File: config.mk
export PLATFORM = sky130hd
export DESIGN_NAME = alu_md
export DESIGN_NICKNAME = d
export VERILOG_FILES = /design/src/rtl/alu_md_pkg.sv /design/src/rtl/alu_md_core.sv /design/src/rtl/alu_md.sv
export SDC_FILE = /design/constraint.sdc
export NUM_CORES = 1
export LEC_CHECK = 0
export BUFFER_PORTS_ARGS = -buffer_cell sky130_fd_sc_hd__buf_4
export CAP_MARGIN = 10
export CELL_PAD_IN_SITES_DETAIL_PLACEMENT = 0
export CELL_PAD_IN_SITES_GLOBAL_PLACEMENT = 1
export CORE_AREA = 5 5 262 264
export CTS_CLUSTER_DIAMETER = 120
export CTS_CLUSTER_SIZE = 30
export DETAILED_ROUTE_END_ITERATION = 7
export DIE_AREA = 0 0 267 269
export PLACE_DENSITY = 0.82
export SETUP_SLACK_MARGIN = 0.2
export SLEW_MARGIN = 20
export SYNTH_ARGS = -nofsm -noshare
export SYNTH_HDL_FRONTEND = slang
export SYNTH_HIERARCHICAL = 1
export SYNTH_SLANG_ARGS = --single-unit
File: constraint.sdc
create_clock -name clk -period 3.9 [get_ports clk]
set_clock_uncertainty 0.1 [all_clocks]
set_input_delay 0.39 -clock clk [delete_from_list [all_inputs] [get_ports clk]]
set_output_delay 0.39 -clock clk [all_outputs]
set_load 0.02 [all_outputs]
File: src/rtl/alu_md_pkg.sv
// Shared encodings for the multi-cycle ALU: operation codes, FSM states and
// the helper that separates iterative ops from single-cycle ones.
package alu_md_pkg;

    localparam logic [4:0] OP_ADD  = 5'b00000;
    localparam logic [4:0] OP_SUB  = 5'b00001;
    localparam logic [4:0] OP_AND  = 5'b00010;
    localparam logic [4:0] OP_OR   = 5'b00011;
    localparam logic [4:0] OP_XOR  = 5'b00100;
    localparam logic [4:0] OP_LUI  = 5'b00101;
    localparam logic [4:0] OP_SLL  = 5'b00110;
    localparam logic [4:0] OP_SRL  = 5'b00111;
    localparam logic [4:0] OP_SRA  = 5'b01000;
    localparam logic [4:0] OP_SLT  = 5'b01001;
    localparam logic [4:0] OP_SLTU = 5'b01010;
    localparam logic [4:0] OP_MULU = 5'b10000;
    localparam logic [4:0] OP_MUL  = 5'b10001;
    localparam logic [4:0] OP_DIVU = 5'b10010;
    localparam logic [4:0] OP_DIV  = 5'b10011;

    typedef enum logic [1:0] {
        IDLE = 2'd0,
        CALC = 2'd1,
        FIX  = 2'd2
    } state_t;

    // Codes 10000..10011 run through the iterative core; everything else is 1-cycle.
    function automatic logic is_muldiv(input logic [4:0] op);
        return op[4:2] == 3'b100;
    endfunction

endpackage

File: src/rtl/alu_md_core.sv
// Iterative multiply/divide datapath: shift-add multiply and restoring divide
// on operand magnitudes, one bit per cycle, with sign fix-up applied on output.
module md_core
    import alu_md_pkg::*;
#(
    parameter int WIDTH = 32
) (
    input  logic             clk,
    input  logic             clrn,
    input  logic             go,
    input  logic             calc,
    input  logic             is_div,
    input  logic             is_signed,
    input  logic [WIDTH-1:0] a,
    input  logic [WIDTH-1:0] b,
    output logic             last,
    output logic [WIDTH-1:0] res_lo,
    output logic [WIDTH-1:0] res_hi,
    output logic             res_dz
);

    localparam int SHW = $clog2(WIDTH);

    logic [WIDTH-1:0] hi, lo, m, a_r;
    logic [SHW-1:0]   cnt;
    logic             div_r, neg_lo, neg_hi, dz_r;

    logic             a_neg, b_neg;
    logic [WIDTH-1:0] a_mag, b_mag;
    logic [WIDTH:0]   add_sum, shifted, sub_diff;
    logic [2*WIDTH-1:0] prod, prod_fix;

    assign a_neg = is_signed & a[WIDTH-1];
    assign b_neg = is_signed & b[WIDTH-1];
    assign a_mag = a_neg ? -a : a;
    assign b_mag = b_neg ? -b : b;

    // hi is product-high / partial remainder, lo is multiplier / dividend-quotient.
    assign add_sum  = {1'b0, hi} + (lo[0] ? {1'b0, m} : '0);
    assign shifted  = {hi, lo[WIDTH-1]};
    assign sub_diff = shifted - {1'b0, m};

    always_ff @(posedge clk or negedge clrn) begin
        if (!clrn) begin
            hi     <= '0;
            lo     <= '0;
            m      <= '0;
            a_r    <= '0;
            cnt    <= '0;
            div_r  <= 1'b0;
            neg_lo <= 1'b0;
            neg_hi <= 1'b0;
            dz_r   <= 1'b0;
        end else if (go) begin
            hi     <= '0;
            lo     <= is_div ? a_mag : b_mag;
            m      <= is_div ? b_mag : a_mag;
            a_r    <= a;
            cnt    <= '1;
            div_r  <= is_div;
            neg_lo <= a_neg ^ b_neg;
            neg_hi <= a_neg;
            dz_r   <= is_div && (b == '0);
        end else if (calc) begin
            if (div_r) begin
                if (!sub_diff[WIDTH]) begin
                    hi <= sub_diff[WIDTH-1:0];
                    lo <= {lo[WIDTH-2:0], 1'b1};
                end else begin
                    hi <= shifted[WIDTH-1:0];
                    lo <= {lo[WIDTH-2:0], 1'b0};
                end
            end else begin
                hi <= add_sum[WIDTH:1];
                lo <= {add_sum[0], lo[WIDTH-1:1]};
            end
            if (cnt != '0) cnt <= cnt - 1'b1;
        end
    end

    assign last = calc && (cnt == '0);

    assign prod     = {hi, lo};
    assign prod_fix = neg_lo ? -prod : prod;

    // Divide by zero overrides the iterated values; the remainder follows the dividend's sign.
    always_comb begin
        res_lo = prod_fix[WIDTH-1:0];
        res_hi = prod_fix[2*WIDTH-1:WIDTH];
        res_dz = 1'b0;
        if (div_r) begin
            if (dz_r) begin
                res_lo = '1;
                res_hi = a_r;
                res_dz = 1'b1;
            end else begin
                res_lo = neg_lo ? -lo : lo;
                res_hi = neg_hi ? -hi : hi;
            end
        end
    end

endmodule

File: src/rtl/alu_md.sv
// Execute-stage ALU: single-cycle basic ops plus iterative multiply/divide.
// Handshake: start is taken only when busy=0; done pulses one cycle when s/s_hi/flags are new.
module alu_md
    import alu_md_pkg::*;
#(
    parameter int WIDTH = 32,
    localparam int SHW  = $clog2(WIDTH)
) (
    input  logic             clk,
    input  logic             clrn,
    input  logic             start,
    input  logic [4:0]       aluc,
    input  logic [WIDTH-1:0] a,
    input  logic [WIDTH-1:0] b,
    output logic             busy,
    output logic             done,
    output logic [WIDTH-1:0] s,
    output logic [WIDTH-1:0] s_hi,
    output logic             z,
    output logic             ov,
    output logic             dz,
    output logic [1:0]       dbg_state
);

    state_t state, state_nx;

    logic             md_op, go, calc, load_basic, load_md, last;
    logic [WIDTH-1:0] sum, diff, basic_s, md_lo, md_hi;
    logic [SHW-1:0]   sh;
    logic             basic_ov, md_dz;

    assign md_op     = is_muldiv(aluc);
    assign dbg_state = state;

    always_ff @(posedge clk or negedge clrn) begin
        if (!clrn) state <= IDLE;
        else       state <= state_nx;
    end

    always_comb begin
        state_nx = state;
        case (state)
            IDLE:    if (start && md_op) state_nx = CALC;
            CALC:    if (last) state_nx = FIX;
            FIX:     state_nx = IDLE;
            default: state_nx = IDLE;
        endcase
    end

    always_comb begin
        busy       = (state != IDLE);
        go         = (state == IDLE) && start && md_op;
        load_basic = (state == IDLE) && start && !md_op;
        calc       = (state == CALC);
        load_md    = (state == FIX);
    end

    assign sum  = a + b;
    assign diff = a - b;
    assign sh   = a[SHW-1:0];

    always_comb begin
        basic_s  = '0;
        basic_ov = 1'b0;
        case (aluc)
            OP_ADD: begin
                basic_s  = sum;
                basic_ov = (a[WIDTH-1] == b[WIDTH-1]) && (sum[WIDTH-1] != a[WIDTH-1]);
            end
            OP_SUB: begin
                basic_s  = diff;
                basic_ov = (a[WIDTH-1] != b[WIDTH-1]) && (diff[WIDTH-1] != a[WIDTH-1]);
            end
            OP_AND:  basic_s = a & b;
            OP_OR:   basic_s = a | b;
            OP_XOR:  basic_s = a ^ b;
            OP_LUI:  basic_s = a << (WIDTH / 2);
            OP_SLL:  basic_s = b << sh;
            OP_SRL:  basic_s = b >> sh;
            OP_SRA:  basic_s = $signed(b) >>> sh;
            OP_SLT:  basic_s = {{(WIDTH-1){1'b0}}, $signed(a) < $signed(b)};
            OP_SLTU: basic_s = {{(WIDTH-1){1'b0}}, a < b};
            default: basic_s = '0;
        endcase
    end

    md_core #(.WIDTH(WIDTH)) u_core (
        .clk       (clk),
        .clrn      (clrn),
        .go        (go),
        .calc      (calc),
        .is_div    (aluc[1]),
        .is_signed (aluc[0]),
        .a         (a),
        .b         (b),
        .last      (last),
        .res_lo    (md_lo),
        .res_hi    (md_hi),
        .res_dz    (md_dz)
    );

    // Outputs change only on a done-producing edge and hold otherwise.
    always_ff @(posedge clk or negedge clrn) begin
        if (!clrn) begin
            done <= 1'b0;
            s    <= '0;
            s_hi <= '0;
            z    <= 1'b1;
            ov   <= 1'b0;
            dz   <= 1'b0;
        end else begin
            done <= load_basic || load_md;
            if (load_basic) begin
                s    <= basic_s;
                s_hi <= '0;
                z    <= (basic_s == '0);
                ov   <= basic_ov;
                dz   <= 1'b0;
            end else if (load_md) begin
                s    <= md_lo;
                s_hi <= md_hi;
                z    <= (md_lo == '0);
                ov   <= 1'b0;
                dz   <= md_dz;
            end
        end
    end

endmodule

# [Yosys cells after proc, flatten, opt, wreduce, memory -nomap -nowiden]
# Index checks and enable logic that the tools add are counted.
# Widths: inputs -> output; s select.
[word_totals] regBits=207 latchBits=0 ram_bits=0 rom_bits=0 out_inout_bits=71 word_cells=119 mem_count=0
[op_classes] add_sub_neg=10 multipliers=0 n_div=0 magnitude_cmp=2 n_eq_ne=19 n_shift=3 mux=40 bitwise_logic=6 reduce_logical=23
[op_table] cell="$mux 32" count=22
[op_table] cell="$pmux 32 s11" count=1
[op_table] cell="$neg 32->32" count=4
[op_table] cell="$logic_not 32->1" count=3
[op_table] cell="$lt 32x32->1" count=2
[op_table] cell="$mux 64" count=1
[op_table] cell="$neg 64->64" count=1
[op_table] cell="$add 32x33->33" count=1
[op_table] cell="$sub 33x32->33" count=1
[op_table] cell="$add 32x32->32" count=1
[op_table] cell="$and 32x32->32" count=1
[op_table] cell="$or 32x32->32" count=1
[op_table] cell="$shl 32x5->32" count=1
[op_table] cell="$shr 32x5->32" count=1
[op_table] cell="$sshr 32x5->32" count=1
[op_table] cell="$sub 32x32->32" count=1
[op_table] cell="$xor 32x32->32" count=1
[op_table] cell="$eq 5x3->1 const B" count=4
[op_table] cell="$eq 5x4->1 const B" count=3
[op_table] cell="$mux 5" count=3
[op_table] cell="$eq 5x2->1 const B" count=2
[op_table] cell="$logic_not 5->1" count=2
[op_table] cell="$mux 1" count=9
[op_table] cell="$logic_and 1x1->1" count=8
[op_table] cell="19 further kinds" count=28

# [Logic depth before layout (Yosys ltp)]
# Gate-level depths: netlist of run 1.
[depth] word_depth=7 ltp_mapped=19 ltp_nobuf=15

# [By module]
# Netlist of run 1, hierarchy kept.
[modules_own_cells] mod="md_core" n_inst=1 cells_each=1903 area_per_inst_um2=14403.8 seq_area_each_um2=3428.3
[modules_own_cells] mod="alu_md" n_inst=1 cells_each=1846 area_per_inst_um2=13714.4 seq_area_each_um2=1752.9

# [Worst setup path before layout of run 1]
# OpenSTA, ideal clock, no wires.
[synth_timing] path_type="input-to-reg" start="in a[0]" end="reg z" arrival_ns=4.597 required_ns=3.738 path_slack_ns=-0.859 stages=19 path_buffers=4 cell_sequence="buf_6 > buf_6 > inv_1 > buf_2 > buf_2 > ha_1 > inv_1 > fa_1 > nor2b_1 > o21a_1 > o311a_1 > nor4b_1 > nor2_1 > o311a_1 > o21ai_0 > a31oi_1 > a211o_1 > nor3_1 > a41o_1"
[synth_between] elab_chain_len=4
[synth_lines] item="from (decl)" line_no="alu_md.sv:13" rtl="input logic [WIDTH-1:0] a,"
[synth_lines] item="$sub 32x32->32 (tied with other cells)" line_no="alu_md.sv:59" rtl="assign diff = a - b;"
[synth_lines] item="$pmux 32 s11 *" line_no="alu_md.sv:65" rtl="case (aluc)"
[synth_lines] item="$logic_not 32->1 *" line_no="alu_md.sv:116" rtl="z <= (basic_s == '0);"
[synth_lines] item="$mux 1 *" line_no="alu_md.sv:113" rtl="if (load_basic) begin"
[synth_lines] item="to (signal assigned)" line_no="alu_md.sv:116"
[synth_lines] item="to (signal assigned)" line_no="alu_md.sv:122" rtl="z <= (md_lo == '0);"
[synth_lines] item="to (decl)" line_no="alu_md.sv:19" rtl="output logic z,"
# Every way passes the cells marked *; elsewhere a longest branch is shown, timed or not.
# A chain may end at the register's enable or synchronous reset.

# [Worst setup path after layout of run 1]
# Same ends and word-level chain as after synthesis.

==> results of run 1 <==
[power by group through the flow]
stage                     Sequential (mW)  Combinational (mW)  Clock [mW]
after floorplan                      3.91                10.4           0
final                                3.91                16.9        1.50
after CTS                            3.87                16.4        1.52
after global placement               3.89                16.2           0
after detailed placement             3.91                16.3           0
after global routing                 3.99                18.3        1.59
[synth_stat cells, types with 19 or more instances]
library cell | instances | area share
a221oi_1 | 25 | 0.0078
nor3_1 | 81 | 0.014
dfrtp_1 | 206 | 0.18
a21oi_1 | 276 | 0.049
inv_1 | 167 | 0.022
buf_1 | 30 | 0.0040
o31ai_1 | 57 | 0.015
a211oi_1 | 52 | 0.014
ha_1 | 173 | 0.077
nor2_1 | 316 | 0.042
a211o_1 | 21 | 0.0065
o21a_1 | 25 | 0.0067
clkbuf_1 | 200 | 0.027
a21o_1 | 41 | 0.011
nand2_1 | 462 | 0.062
o22ai_1 | 31 | 0.0069
o21ai_0 | 298 | 0.053
nand2b_1 | 38 | 0.0085
a22oi_1 | 44 | 0.012
and2_1 | 19 | 0.0042
mux2_2 | 77 | 0.031
nor2b_1 | 33 | 0.0073
mux2i_1 | 165 | 0.059
mux4_2 | 46 | 0.037
and3_1 | 24 | 0.0053
nor4_1 | 45 | 0.010
a31oi_1 | 56 | 0.012
nand4_1 | 34 | 0.0076
buf_2 | 35 | 0.0062
or3_1 | 42 | 0.0093
o211ai_1 | 76 | 0.020
xnor2_1 | 118 | 0.037
nand3_1 | 56 | 0.010
xor2_1 | 69 | 0.021
[worst register-to-register path, stage by stage (launching register included)]
cell,delay [ps]
dfrtp_1,400
or3_4,390
or3_4,390
or4_4,420
or3_4,340
or4_4,450
o31ai_4,190
xor2_1,160
nand2_1,120
nor4_2,250
nand4_1,160
nor3_2,170
a21oi_1,60
nor2_1,130
a41o_1,110
[repair_timing]
item / CTS / global route
pin swaps: 1 / 7
buffers inserted: 1 / 3
endpoints found under the hold margin: 86 / 0
gates resized for setup: 7 / 41
endpoints found under the setup margin: 6 / 24
hold buffers: 1 / 0
[through the flow]
stage                     hold slack, ps    util  std cells
after global routing               120.9  0.5391       5249
after global placement             368.0  0.5297       5225
after CTS                          114.6  0.5365       5246
final                              136.0  0.5392       5251
after floorplan                   -5.591       -       3749
after detailed placement           366.3  0.5298       5225
[area by class of cell]
| class | count | area share |
|---|---|---|
| Sequential cell | 207 | 0.1450 |
| Tap cell | 873 | 0.03054 |
| Antenna cell | 2 | 0.0001399 |
| Inverter | 170 | 0.01802 |
| Timing Repair Buffer | 883 | 0.1945 |
| Clock buffer | 16 | 0.009412 |
| Clock inverter | 3 | 0.001854 |
| Multi-Input combinational cell | 3097 | 0.6006 |
[metal layers]
layer	track usage	wire, um	vias up
met1	0.4648	54140	16030
met4	0.2777	13280	2
met3	0.06743	12700	466
met5	0.01121	115	-
li1	-	-	15050
met2	0.5941	62150	1897
[logic make-up (layout without fill, tap and decap cells)]
group           after synthesis  in the layout
compound gates             1196           1196
xor+xnor                    187            187
fa+ha+maj                   177            177
buf+inv                     445           1072
flops                       207            207
mux                         292            292
other cells                   0              2
simple gates               1245           1245
[flip-flops by register name (all words and copies together) (netlist names), 2 cells and up]
name        count
dbg_state       2
s              32
u_core/lo      32
u_core/hi      32
u_core/a_r     32
u_core/m       32
u_core/cnt      5
s_hi           32
[final timing paths]
path / slack, ps / cells after the start / start / end
max in group asynchronous: 2430 / 3 / clrn / z
min in group asynchronous: 390 / 2 / clrn / u_core/hi[29]
worst max register to register: 20 / 14 / u_core/lo[5] / z
worst max-delay path: -2 / 15 / a[0] / z
worst min-delay path: 140 / 2 / a[30] / u_core/a_r[30]
worst min register to register: 420 / 1 / u_core/a_r[27] / u_core/a_r[27]
==> results by group, run 1 <==
Worst setup path
  – CP Max Fanout: 5
  – CP Buf/Inv Count: 2
  – Worst Setup End Kind: flip-flop
  – Slowest CP cell: a2111oi_1
  – Cell family with the largest share of critical-path delay: compound AO/OA/AOI/OAI gates
  – Req. time, crit path: 4270 ps
  – CP Class: in2reg
  – CP Launch Type: primary input
  – CP max stage delay: 510 ps
  – CP Cell Sequence: buf_4, ha_1, fa_1, a211o_1, a211o_1, and2_1, a2bb2oi_1, mux2i_1, a2111oi_1, nor4bb_2, buf_4, nand4_1, nor4_1, and4_1, a41o_1
  – CP arrival: 4280 ps

Routing
  – Detailed router's first-iteration violation count: 4071
  – Number of iterations in the first detailed-routing pass: 7
  – DRC Markers: 0
  – WL final: 142400 um
  – Post-DR vias/cell: 6.370
  – Routed Antenna Nets: 0
  – Via count: 33450
  – DR WL/cell: 27.12 um

Logic synthesis
  – Synth Area in Compound Gates: 0.2774
  – Adder-Cell Fraction of Synth Area: 0.07983
  – Yosys warnings: 6
  – Post-synthesis mux area share: 0.1289
  – Post-synthesis net count: 3998
  – Largest family of logic cells by synthesized area: compound AO/OA/AOI/OAI gates
  – Syn Inst Count: 3749
  – Simple-gate share of the synthesized area: 0.2087
  – Register area share after synthesis: 0.1843
  – Top FF cell, synth: dfrtp_1
  – #FFs+latches synth: 207
  – Syn Std Cell Area: 28120 sq um
  – Post-synthesis xor/xnor area fraction: 0.05825
  – Post-Syn Area per Cell: 7.500 sq um
  – Yosys cell types: 98
  – Number of flops mapped to enable cells by yosys: 0
  – Fraction of registers with async set/reset: 1.000

Power
  – Int Pwr: 10.80 mW
  – P_leak: 15.78 nW
  – Seq pwr share: 0.175
  – Sw frac: 0.5167
  – Clock network power share: 0.067
  – Comb power frac: 0.758
  – Total power: 22.34 mW
  – Cell Pwr Density: 624.8 nW/um^2
  – Switching power: 11.55 mW
  – Worst VDD drop: 0.7723 mV

Floorplanning
  – Die Y: 269 um
  – FP Rows: 95
  – Die Area: 71820 sq um
  – Core ar.: 66330 sq um
  – # IOs: 143
  – Die X: 267 um
  – Initial Util: 0.4239

GRT
  – GRT Overall Usage: 0.3778
  – Vias in the first global route: 31800
  – Largest net degree at the start of global routing: 98
  – Initial antenna violation count: 4
  – Overflow after GRT: 0
  – First-pass GRT wire length: 206300 um

STA
  – Min cycle time layout: 3902 ps
  – Max Freq: 256.2 MHz
  – Final worst slack: -2.462 ps
  – Setup TNS: -2.462 ps
  – Worst-margin pin slew: 1085 ps
  – Final count of hold timing violations: 0
  – Slew HR: 0.2752
  – Final period util: 1.001
  – RSZ-0062 raised after global routing: yes
  – Setup violations, final: 1
  – Final Max Slew Viols: 0

Placed design
  – DP Worst Slack: -541.0 ps
  – DPL Wire Length: 115300 um
  – Routability cong.: 1.116
  – Post-DP Area: 35140 sq um
  – IO buf count: 142

Cells and area
  – Commonest cells after routing, fill and taps aside: buf_4, nand2_1, nor2_1
  – Layout cells sized above 1: 0.2585
  – Layout fillers: 6566
  – Finished Cell Area: 35760 sq um
  – P&R area growth vs syn: 27.18%
  – Footprint of the multi-input gates: 21480 sq um
  – Nets@finish: 4620
  – Commonest non-fill, non-tap cell in the layout: buf_4
  – Storage element area: 5186 sq um

Run status
  – Outcome: complete, but fails checks
  – Failing checks: setup timing

Clock network
  – CTS Buf Count: 12
  – CTS tree: done
  – Clk sink count: 207
  – Worst-Skew Late Latency: 520 ps
  – H-tree levels: 1
  – CTS root buffer: clkbuf_16
  – Clk buf depth: 3
  – Clock Pin Slew Worst Setup and Hold Paths: 120 ps

Hold path
  – Worst Hold Class: in2reg

Job
  – Max-cap violations: 0
(Power assumes the default switching activity.)
==> run 2: changes to the inputs <==
--- a/config.mk
+++ b/config.mk
@@ -15,6 +15,7 @@
 export DETAILED_ROUTE_END_ITERATION = 7
 export DIE_AREA = 0 0 267 269
 export PLACE_DENSITY = 0.82
+export REMOVE_ABC_BUFFERS = 1
 export SETUP_SLACK_MARGIN = 0.2
 export SLEW_MARGIN = 20
 export SYNTH_ARGS = -nofsm -noshare
==> results by group, run 2 (synthesized netlist as in run 1, its figures left out) <==
Power
  – Worst VDD drop: 0.5073 mV (-34%)
  – Cell Pwr Density: 628.7 nW/um^2 (+0.63%)
  – P_leak: 16.07 nW (+1.9%)

Worst setup path
  – Worst path most repeated cell: buf_4
  – Capture point of the worst path: z
  – Slowest CP cell: mux4_2
  – CP Max Fanout: 14 (+9)
  – RR Startpoint: u_core/lo[14]
  – Cell family with the largest share of critical-path delay: simple AND/OR/NAND/NOR gates
  – CP Buf/Inv Count: 4 (+2)
  – Reg2reg end: z
  – CP Cell Sequence: buf_4, buf_4, buf_4, mux4_2, nand2_1, o211ai_1, a221o_1, a221o_1, nor4_1, nor4bb_2, buf_4, nand4_1, nor4_2, and4_1, a41o_1
  – Launch point of the worst path: a[0]
  – CP Launch Type: primary input
  – Worst Setup End Kind: flip-flop
  – Critical Path Stages: 15 (unchanged)
  – Req. time, crit path: 4280 ps (about the same)
  – CP Class: in2reg
  – Reg2reg path depth: 14 (unchanged)
  – CP arrival: 4440 ps (+160 ps)
  – CP max stage delay: 510 ps (about the same)
  – Register-to-register setup slack: -100 ps (-120 ps)

Hold path
  – Hold path depth: 2 (unchanged)
  – Worst Hold Class: in2reg

Clock network
  – Clk sink count: 207 (unchanged)
  – CTS root buffer: clkbuf_16
  – Worst-Skew Late Latency: 540 ps (+20 ps)
  – CTS Buf Count: 13 (+1)
  – Clk buf depth: 3 (unchanged)
  – Clock Pin Slew Worst Setup and Hold Paths: 130 ps (about the same)
  – H-tree levels: 1 (unchanged)
  – CTS tree: done

STA
  – Final count of hold timing violations: 0 (unchanged)
  – Slew HR: 0.2261 (-0.04915)
  – Worst-margin pin slew: 1158 ps (+73.69 ps)
  – Min cycle time layout: 4061 ps (+158.4 ps)
  – Final Max Slew Viols: 0 (unchanged)
  – Final worst slack: -160.8 ps (-158.4 ps)
  – Final hold slack: 79.42 ps (-56.56 ps)
  – Max Freq: 246.3 MHz (-3.9%)
  – Setup violations, final: 1 (unchanged)
  – Final period util: 1.041 (+0.04060)
  – RSZ-0062 raised after global routing: yes
  – Setup TNS: -160.8 ps (-158.4 ps)

Routing
  – DR WL/cell: 26.87 um (-0.92%)
  – Number of iterations in the first detailed-routing pass: 8 (+1)
  – WL final: 142900 um (+0.34%)
  – Routed Antenna Nets: 0 (unchanged)
  – DRC Markers: 0 (unchanged)
  – Detailed router's first-iteration violation count: 4543 (+12%)
  – Via count: 33710 (+0.76%)
  – Post-DR vias/cell: 6.338 (-0.51%)

GRT
  – Initial antenna violation count: 10 (+6)
  – Vias in the first global route: 30990 (-2.5%)
  – Largest net degree at the start of global routing: 98 (unchanged)
  – First-pass GRT wire length: 207300 um (+0.49%)
  – Overflow after GRT: 0 (unchanged)
  – GRT Overall Usage: 0.3780 (about the same)

Run status
  – Failing checks: setup timing
  – Outcome: complete, but fails checks

Floorplanning
  – # IOs: 143 (unchanged)
  – Die Area: 71820 sq um (unchanged)
  – Die X: 267 um (unchanged)
  – Core ar.: 66330 sq um (unchanged)
  – Initial Util: 0.4239 (unchanged)
  – FP Rows: 95 (unchanged)
  – Die Y: 269 um (unchanged)

Cells and area
  – Nets@finish: 4685 (+1.4%)
  – Fin util: 0.5463 (+0.007093)
  – Layout cells sized above 1: 0.2729 (+0.01446)
  – P&R area growth vs syn: 28.86%
  – Finished Cell Area: 36230 sq um (+1.3%)
  – Commonest non-fill, non-tap cell in the layout: buf_4
  – Commonest cells after routing, fill and taps aside: buf_4, nand2_1, nor2_1

Job
  – Max-cap violations: 0 (unchanged)

Placed design
  – Routability cong.: 1.064 (-4.6%)
  – Post-DP Area: 35420 sq um (+0.78%)
  – IO buf count: 142 (unchanged)
  – DPL Wire Length: 115300 um (about the same)
## run 2: power breakdown
group | internal (mW) | leakage, nW | switching, mW
logic | 7.33 | 13.4 | 9.89
registers | 3.05 | 2.50 | 0.865
clock network | 0.670 | 0.210 | 0.979
total | 11.0 | 16.1 | 11.7
## run 2: repair_timing
| item | CTS | global route |
|---|---|---|
| pin swaps | 3 | 9 |
| endpoints found under the hold margin | 46 | 0 |
| hold buffers | 1 | 0 |
| endpoints found under the setup margin | 13 | 40 |
| buffers inserted | 0 | 4 |
| resized for setup | 18 | 62 |
## run 2: layout make-up
| class | instances | area, sq um |
|---|---|---|
| flip-flops and latches | 207 | 5186 |
| clock buffers | 13 | 325.3 |
| diodes | 4 | 10.01 |
| well taps | 873 | 1092 |
| multi-input cells | 3097 | 21530 |
| clock inverters | 7 | 112.6 |
| repair buffers | 947 | 7338 |
| fillers | 6493 | 30090 |
| inverters | 170 | 641.9 |
## run 2: through the flow
stage          std cells  setup WS (ps)  power, mW
6_report            5318         -160.8      22.78
5_1_grt             5315         -269.5      24.37
3_3_place_gp        5289         -816.7      20.08
4_1_cts             5310         -59.42      22.02
2_1_floorplan       3474          -2009      14.05
3_5_place_dp        5289         -867.3      20.24
## run 2: worst register-to-register path, cell delays in order, from the launching register on
cell,delay [ps]
dfrtp_1,390
or3_1,440
or4_1,470
or4_1,560
o31ai_1,260
xnor2_1,150
nand2_1,310
nor4_1,300
buf_4,180
nand4_1,100
buf_4,200
nor3_2,220
a21oi_2,50
nor2_1,100
a41o_1,110
## run 2: routing by layer
layer | GRT usage | share of wire | vias up
met5 | 0 | 0.00038 | -
met4 | 0.1318 | 0.043 | 8
met2 | 0.5290 | 0.40 | 1984
met3 | 0.08395 | 0.12 | 293
met1 | 0.5690 | 0.44 | 16240
li1 | - | - | 15180
## run 2: worst min-delay path by stage
stage / from / end / slack (ps)
floorplan: clrn / dbg_state[0] / -6
global placement: clrn / s_hi[1] / 240
detailed placement: clrn / u_core/cnt[0] / 240
CTS: a[28] / u_core/a_r[28] / 70
global route: a[28] / u_core/a_r[28] / 70
finish: a[28] / u_core/a_r[28] / 80
